==> src/rtl/bp_cce_fetch.sv <==
// CCE microcode fetch front end: drives the synchronous-read instruction RAM,
// predecodes a static branch hint and redirects on execute-stage mispredicts.
module bp_cce_fetch #(
    parameter int cce_pc_width_p   = 8,
    parameter int inst_width_p     = 48,
    parameter int boot_pc_p        = 0,
    parameter int perf_cnt_width_p = 16
) (
    input  logic                        clk_i,
    input  logic                        reset_n_i,

    output logic                        ram_v_o,
    output logic [cce_pc_width_p-1:0]   ram_addr_o,
    input  logic [inst_width_p-1:0]     ram_data_i,

    output logic [inst_width_p-1:0]     inst_o,
    output logic                        inst_v_o,
    output logic [cce_pc_width_p-1:0]   inst_pc_o,
    output logic                        predicted_taken_o,
    output logic [cce_pc_width_p-1:0]   branch_target_o,
    input  logic                        stall_i,

    input  logic                        mispredict_i,
    input  logic [cce_pc_width_p-1:0]   pc_i,
    output logic [perf_cnt_width_p-1:0] mispredict_cnt_o
);

    typedef enum logic [1:0] {
        e_reset = 2'd0,
        e_boot  = 2'd1,
        e_run   = 2'd2
    } state_e;

    localparam logic [cce_pc_width_p-1:0]   boot_pc_lp = cce_pc_width_p'(boot_pc_p);
    localparam logic [cce_pc_width_p-1:0]   pc_one_lp  = cce_pc_width_p'(1);
    localparam logic [perf_cnt_width_p-1:0] cnt_max_lp = {perf_cnt_width_p{1'b1}};
    localparam logic [perf_cnt_width_p-1:0] cnt_one_lp = perf_cnt_width_p'(1);

    state_e                        state_r;
    logic [cce_pc_width_p-1:0]     inst_pc_r;
    logic                          valid_r;
    logic [perf_cnt_width_p-1:0]   mispredict_cnt_r;

    logic                          is_branch;
    logic                          hint;
    logic [cce_pc_width_p-1:0]     target;
    logic                          predict_taken;
    logic                          fetch_en;
    logic [cce_pc_width_p-1:0]     next_pc;

    // Predecode straight off the RAM output; the RAM holds its data while not read.
    assign is_branch = ram_data_i[inst_width_p-1];
    assign hint      = ram_data_i[inst_width_p-2];
    assign target    = ram_data_i[cce_pc_width_p-1:0];

    // A mispredict squashes the instruction currently being presented.
    assign inst_v_o          = (state_r == e_run) & valid_r & ~mispredict_i;
    assign predict_taken     = inst_v_o & is_branch & hint;
    assign predicted_taken_o = predict_taken;
    assign branch_target_o   = target;
    assign inst_o            = ram_data_i;
    assign inst_pc_o         = inst_pc_r;
    assign mispredict_cnt_o  = mispredict_cnt_r;

    // Next-PC select: mispredict beats stall, stall beats the static prediction.
    always_comb begin
        fetch_en = 1'b0;
        next_pc  = inst_pc_r;
        case (state_r)
            e_boot: begin
                fetch_en = 1'b1;
                next_pc  = boot_pc_lp;
            end
            e_run: begin
                if (mispredict_i) begin
                    fetch_en = 1'b1;
                    next_pc  = pc_i;
                end else if (stall_i) begin
                    fetch_en = 1'b0;
                    next_pc  = inst_pc_r;
                end else if (predict_taken) begin
                    fetch_en = 1'b1;
                    next_pc  = target;
                end else begin
                    fetch_en = 1'b1;
                    next_pc  = inst_pc_r + pc_one_lp;
                end
            end
            default: begin
                fetch_en = 1'b0;
                next_pc  = inst_pc_r;
            end
        endcase
    end

    assign ram_v_o    = fetch_en;
    assign ram_addr_o = next_pc;

    always_ff @(posedge clk_i or negedge reset_n_i) begin
        if (!reset_n_i) begin
            state_r          <= e_reset;
            inst_pc_r        <= boot_pc_lp;
            valid_r          <= 1'b0;
            mispredict_cnt_r <= '0;
        end else begin
            case (state_r)
                e_reset: state_r <= e_boot;
                e_boot:  state_r <= e_run;
                e_run:   state_r <= e_run;
                default: state_r <= e_reset;
            endcase

            // The PC register tracks the address whose data arrives next cycle.
            if (fetch_en) begin
                inst_pc_r <= next_pc;
                valid_r   <= 1'b1;
            end

            if (mispredict_i && (mispredict_cnt_r != cnt_max_lp)) begin
                mispredict_cnt_r <= mispredict_cnt_r + cnt_one_lp;
            end
        end
    end

endmodule

==> config.mk <==
export PLATFORM = sky130hd
export DESIGN_NAME = bp_cce_fetch
export DESIGN_NICKNAME = d
export VERILOG_FILES = /design/src/rtl/bp_cce_fetch.sv
export SDC_FILE = /design/constraint.sdc
export NUM_CORES = 1
export LEC_CHECK = 0
export BUFFER_PORTS_ARGS = -buffer_cell sky130_fd_sc_hd__buf_4
export CAP_MARGIN = 20
export CELL_PAD_IN_SITES_DETAIL_PLACEMENT = 1
export CELL_PAD_IN_SITES_GLOBAL_PLACEMENT = 1
export CORE_MARGIN = 10
export CORE_UTILIZATION = 30
export DETAILED_ROUTE_END_ITERATION = 12
export PLACE_DENSITY_LB_ADDON = 0.1
export SYNTH_ARGS = -nofsm -noshare
export SYNTH_HDL_FRONTEND = slang
export SYNTH_SLANG_ARGS = --single-unit
==> constraint.sdc <==
create_clock -name clk_i -period 2.7 [get_ports clk_i]
set_input_delay 0.27 -clock clk_i [delete_from_list [all_inputs] [get_ports clk_i]]
set_output_delay 0.27 -clock clk_i [all_outputs]
set_load 0.02 [all_outputs]
Word-level counts from Yosys, hierarchy flattened

Cells that the tools add are included.
Widths: inputs -> output; s select.

Output and inout port bits: 91
Register bits after elaboration: 27

Eq/ne operators: 3
Bitwise logic cells: 5
Multiplexer cells: 8
Reduce and logical (&&, ||, !) cells: 3
Add/sub/neg operators: 2

Operators with widths:

| cell                  | count |
|---|---|
| $mux 8                | 3 |
| $add 16x1->16 const B | 1 |
| $ne 16x16->1 const B  | 1 |
| $pmux 8 s2            | 1 |
| $add 8x1->8 const B   | 1 |
| $and 1x1->1           | 4 |
| $pmux 2 s2            | 1 |
| $eq 2x1->1 const B    | 1 |
| $eq 2x2->1 const B    | 1 |
| $logic_not 2->1       | 1 |
| $mux 1                | 2 |
| $pmux 1 s2            | 1 |
| $reduce_or 2->1       | 1 |
| $logic_and 1x1->1     | 1 |
| $not 1->1             | 1 |

Logic depth before layout (Yosys ltp)

Depth in word-level cells: 9
Depth in mapped cells: 9
Depth with buffers taken out: 7

Worst setup path after synthesis

OpenSTA, ideal clock, no wires.

Path type: register to output
From: register state_r[0]
To: output port ram_addr_o[0]
Path slack: 0.472 ns
Arrival time: 1.958 ns
Stages on the path, launching flop included: 9
Buffers on the path: 2
Path through: dfrtp_1 inv_1 ha_1 and3b_1 and3_1 buf_6 buf_2 a211oi_1 o22ai_1

Cells in the longest elaborated chain, start to end: 9
Elaborated cells on any way between the ends: 10
Those cells by class: 2 x eq/ne; 4 x mux; 4 x bitwise

RTL lines:

| what                        | RTL line | RTL |
|---|---|---|
| start: declaration          | 39       | `state_e state_r;` |
| start signal: assignment    | 101      | `state_r <= e_reset;` |
| start signal: assignment    | 107      | `e_reset: state_r <= e_boot;` |
| start signal: assignment    | 108      | `e_boot: state_r <= e_run;` |
| $eq 2x2->1                  | 57       | `assign inst_v_o = (state_r == e_run) & valid_r & ~mispredict_i;` |
| $and 1x1->1 (2 in a row)    | 57       |  |
| named net inst_v_o          | 17       | `output logic inst_v_o,` |
| $and 1x1->1 (2 in a row)    | 58       | `assign predict_taken = inst_v_o & is_branch & hint;` |
| named net predicted_taken_o | 19       | `output logic predicted_taken_o,` |
| $mux 8                      | 81       | `end else if (predict_taken) begin` |
| $mux 8                      | 78       | `end else if (stall_i) begin` |
| $mux 8                      | 75       | `if (mispredict_i) begin` |
| $pmux 8 s2                  | 69       | `case (state_r)` |
| end: declaration            | 13       | `output logic [cce_pc_width_p-1:0] ram_addr_o,` |

The timed path passes the listed nets, and every way through them passes these cells.

Worst setup path in the final report

From: register state_r[0]
To: output port ram_addr_o[3]

Cells in the longest elaborated chain, start to end: 9
Elaborated cells on any way between the ends: 10
Those cells by class: 2 x eq/ne; 4 x mux; 4 x bitwise

RTL lines:

| what                     | RTL line |
|---|---|
| $eq 2x2->1               | 57, 69 |
| $and 1x1->1 (2 in a row) | 57 |
| $and 1x1->1 (2 in a row) | 58 |
| $mux 8                   | 81 |
| $mux 8                   | 78 |
| $mux 8                   | 75 |
| $pmux 8 s2 *             | 69 |

Mark *: on every way between the ends. The rest lies on a longest branch, timed or not.

==> impl_results.md <==
- Number of vias per cell: roughly 4.8
- Share of the yosys chip area belonging to registers: 0.3214
- Type of the setup path with the least slack: reg2out
- Clock net sink count: 27
- Count of placed standard cells in the final layout, fillers left out: around 350
- DRC violation count after routing: 0
- Fraction of synthesized cell area taken by the top area cell type: 0.3214
- Count of final hold-check violations: 0
- Summed negative setup slack over all endpoints: 0 ns
- Post-Syn Nets: about 300
- Most used standard cells in the synthesized netlist: sky130_fd_sc_hd__buf_4 (58), sky130_fd_sc_hd__dfrtp_1 (27), sky130_fd_sc_hd__nand3_1 (14), sky130_fd_sc_hd__nor2_1 (13), sky130_fd_sc_hd__nand2_1 (12)
- Count of buffers inserted at the top-level ports: 74
- Area growth from synthesis to layout: 13.75%
- Synthesized cell area: roughly 0.0021 mm2
- Final weighted congestion in routability-driven placement: 0.7324
- Fraction of the cycle the final worst path needs: 0.9438
- Max-cap viol count: 0
- Detailed-routed wire length on met3: about 500 um
- Number of enable flip-flop cells after synthesis: 0
- Relative slew slack: 0.5879
- Highest layer used for signal routing: met4
- CTS Buffer Depth: 2
- Vias: between 1500 and 2000
- Number of unique standard cell types used by synthesis: 40
- Endpoint required time on the critical path: roughly 2.4 ns
- Most instantiated library cell after synthesis: sky130_fd_sc_hd__buf_4
- Number of top-level pins: ~150
- Row count: 30
- Share of layout cells above drive strength 1: 0.3647
- HP Class: in2reg
- Via count of the first global-routing pass: 1865
- Die Height: between 100 and 150 um
- Maximum level of the CTS H-tree: 1
- Register clock-pin slew on the reported worst setup and hold paths: approximately 0.1 ns
- Critical path fanouts, max: 5
- Met2 layer wire length in the routed design: 2982 um
- Initial core utilization: 0.3094
- Maximum vdd ir drop: between 0.3 and 0.4 mV
- Hold Crit Depth: 3
- HP Start: mispredict_i
- Final hold slack: ~0.33 ns
- Total track usage: 0.1123
- Detailed-routing wirelength on met1: ~2800 um
- Number of filler cells placed in the layout: 820
- End point of the most critical hold path: mispredict_cnt_o[2]$_DFFE_PN0P_
- Largest cells by area after synthesis: sky130_fd_sc_hd__dfrtp_1 (32%), sky130_fd_sc_hd__buf_4 (21%), sky130_fd_sc_hd__xnor2_1 (4.6%)
- Core region area: slightly below 0.007 mm2
- Sum of net half-perimeters after detailed placement: between 4000 and 5000 um
- Unrepaired setup endpoints after global routing: false
- Iteration count of the initial detailed-routing pass: 4
- Final max-slew violation count: 0
- CTS tree: yes
- Top achievable clock speed: slightly below 0.4 GHz
- Proportion of register bits with asynchronous set or reset after synthesis: 1.000
- RR Startpoint: state_r[0]$_DFF_PN0_
- Average wire per cell in the routed design: 17.98 um
- Slew at the pin with the worst max-slew slack: 0.6168 ns
- Post-layout min period: approximately 2.5 ns
- Post-placement cell count: between 300 and 400
- Reported leakage power: about 1.1 nW
- R2R Path End: inst_pc_o[0]$_DFFE_PN0P_
- Worst clock skew: just under 0.006 ns
- Number of antenna violations at the first check in global routing: 0
- Die ar.: ~0.011 mm2
- Library cell used as clock root buffer: sky130_fd_sc_hd__clkbuf_8
- Wire length of the first global-routing pass: around 10000 um
- Overflow left after global routing: 0
- Die outline width: approximately 100 um
- Worst setup SP type: flip-flop
- Number of nets in the finished design: 321
- Worst r2r path cells: 8
- Antenna-violating nets left: 0
- Primary flip-flop cell chosen by synthesis mapping: sky130_fd_sc_hd__dfrtp_1
- Total wire length: 6310 um
- Mean instance size in the synthesized netlist: 8.869 um2
- Final number of setup-violating endpoints: 0
- Gate count after technology mapping: between 200 and 250
- Synth Warn #: 0
- Status: completed
- Initial drt markers: 49
- Largest net degree at the start of global routing: 28
- Largest area contributor in the synthesized netlist: sky130_fd_sc_hd__dfrtp_1
- Reg-to-reg setup timing slack: 0.63 ns
- TritonCTS Buffers: 3
- Critical Path AT: between 2 and 2.5 ns
- Power density of the placed cells: just under 600 mW/mm2
- Total inserted antenna cells: 0
- Source-to-sink clock delay at the later pin of the worst-skew pair: 0.28 ns
- Seq cells post-synth: 27
- Setup crit end kind: output port
## final cells by class
class                      count  area [um2]  area share
clock buffer                   3       41.29     0.01727
clock inverter                 1       7.507    0.003140
inverter                      11       41.29     0.01727
multi-input combinational    136       924.6      0.3867
sequential                    27       675.6      0.2826
tap                           96       120.1     0.05024
timing repair buffer          77       580.6      0.2428
## metrics by stage
stage / setup slack (ns) / utilization / power (mW) / instance area, um2
2_1_floorplan: 0.4718 / - / 1.003 / 2102
4_1_cts: 0.09802 / 0.3514 / 1.428 / 2387
5_1_grt: 0.01273 / 0.3519 / 1.505 / 2391
6_report: 0.1518 / 0.3519 / 1.399 / 2391
3_3_place_gp: 0.4878 / 0.3427 / 1.170 / 2328
3_5_place_dp: 0.4281 / 0.3427 / 1.174 / 2328
## where the power goes
part           leakage (nW)  internal (mW)  total (mW)  switching, mW
logic                 0.777          0.267       0.586          0.320
registers             0.329          0.472       0.565         0.0928
clock network        0.0217          0.105       0.249          0.143
total                  1.13          0.843        1.40          0.556
## per-layer routing
layer  up-vias  global-route usage
met5         -                   0
li1        794                   -
met4         0             0.01590
met1       810              0.1376
met3        10             0.03903
met2        65              0.1887
## layout by cell type (no fill, tap or decap), drive strengths merged, types with 7 or more instances in the layout
cell   Yosys  layout
nor2      13      13
dfrtp     27      27
nand2     12      12
nand3     14      14
o21ai     11      11
o22ai      8       8
buf       61      76
inv       10      10
xnor2     11      11
xor2       7       7
and3       8       8
## critical path: stages, from the launching register on
cell	delay [ns]
sky130_fd_sc_hd__dfrtp_1	0.40
sky130_fd_sc_hd__inv_1	0.09
sky130_fd_sc_hd__ha_1	0.25
sky130_fd_sc_hd__and3b_1	0.21
sky130_fd_sc_hd__and3_2	0.28
sky130_fd_sc_hd__mux2_4	0.31
sky130_fd_sc_hd__o21ai_1	0.16
sky130_fd_sc_hd__o21ai_0	0.12
sky130_fd_sc_hd__buf_4	0.18
## registers in the layout (all words and copies together) (netlist names)
register / count
mispredict_cnt_o: 16
inst_pc_o: 8
state_r: 2
valid_r: 1
## timing repair
| item | 4_1_cts | 5_1_grt |
|---|---|---|
| resized for setup | 0 | 2 |
| hold buffers | 1 | 0 |
| endpoints found under the hold margin | 27 | 0 |
| setup buffers | 0 | 0 |
| endpoints found under the setup margin | 0 | 6 |
## cell families after synthesis
logic type / after synthesis / share of synthesized area
fa+ha+maj: 5 / 0.02976
compound gates: 41 / 0.1363
mux: 7 / 0.03988
simple gates: 65 / 0.1571
flops: 27 / 0.3214
buf+inv: 74 / 0.2405
xor+xnor: 18 / 0.07500
## how the worst max path moves through the flow
stage / startpoint / end / cells past startpoint
6_report: state_r[0]$_DFF_PN0_ / ram_addr_o[3] / 8
5_1_grt: state_r[0]$_DFF_PN0_ / ram_addr_o[3] / 8
4_1_cts: state_r[0]$_DFF_PN0_ / ram_addr_o[3] / 8
3_5_place_dp: state_r[0]$_DFF_PN0_ / ram_addr_o[3] / 8
3_3_place_gp: state_r[0]$_DFF_PN0_ / ram_addr_o[3] / 8
2_1_floorplan: state_r[0]$_DFF_PN0_ / ram_addr_o[0] / 8
Note: power is estimated with default switching activity, not from simulation.
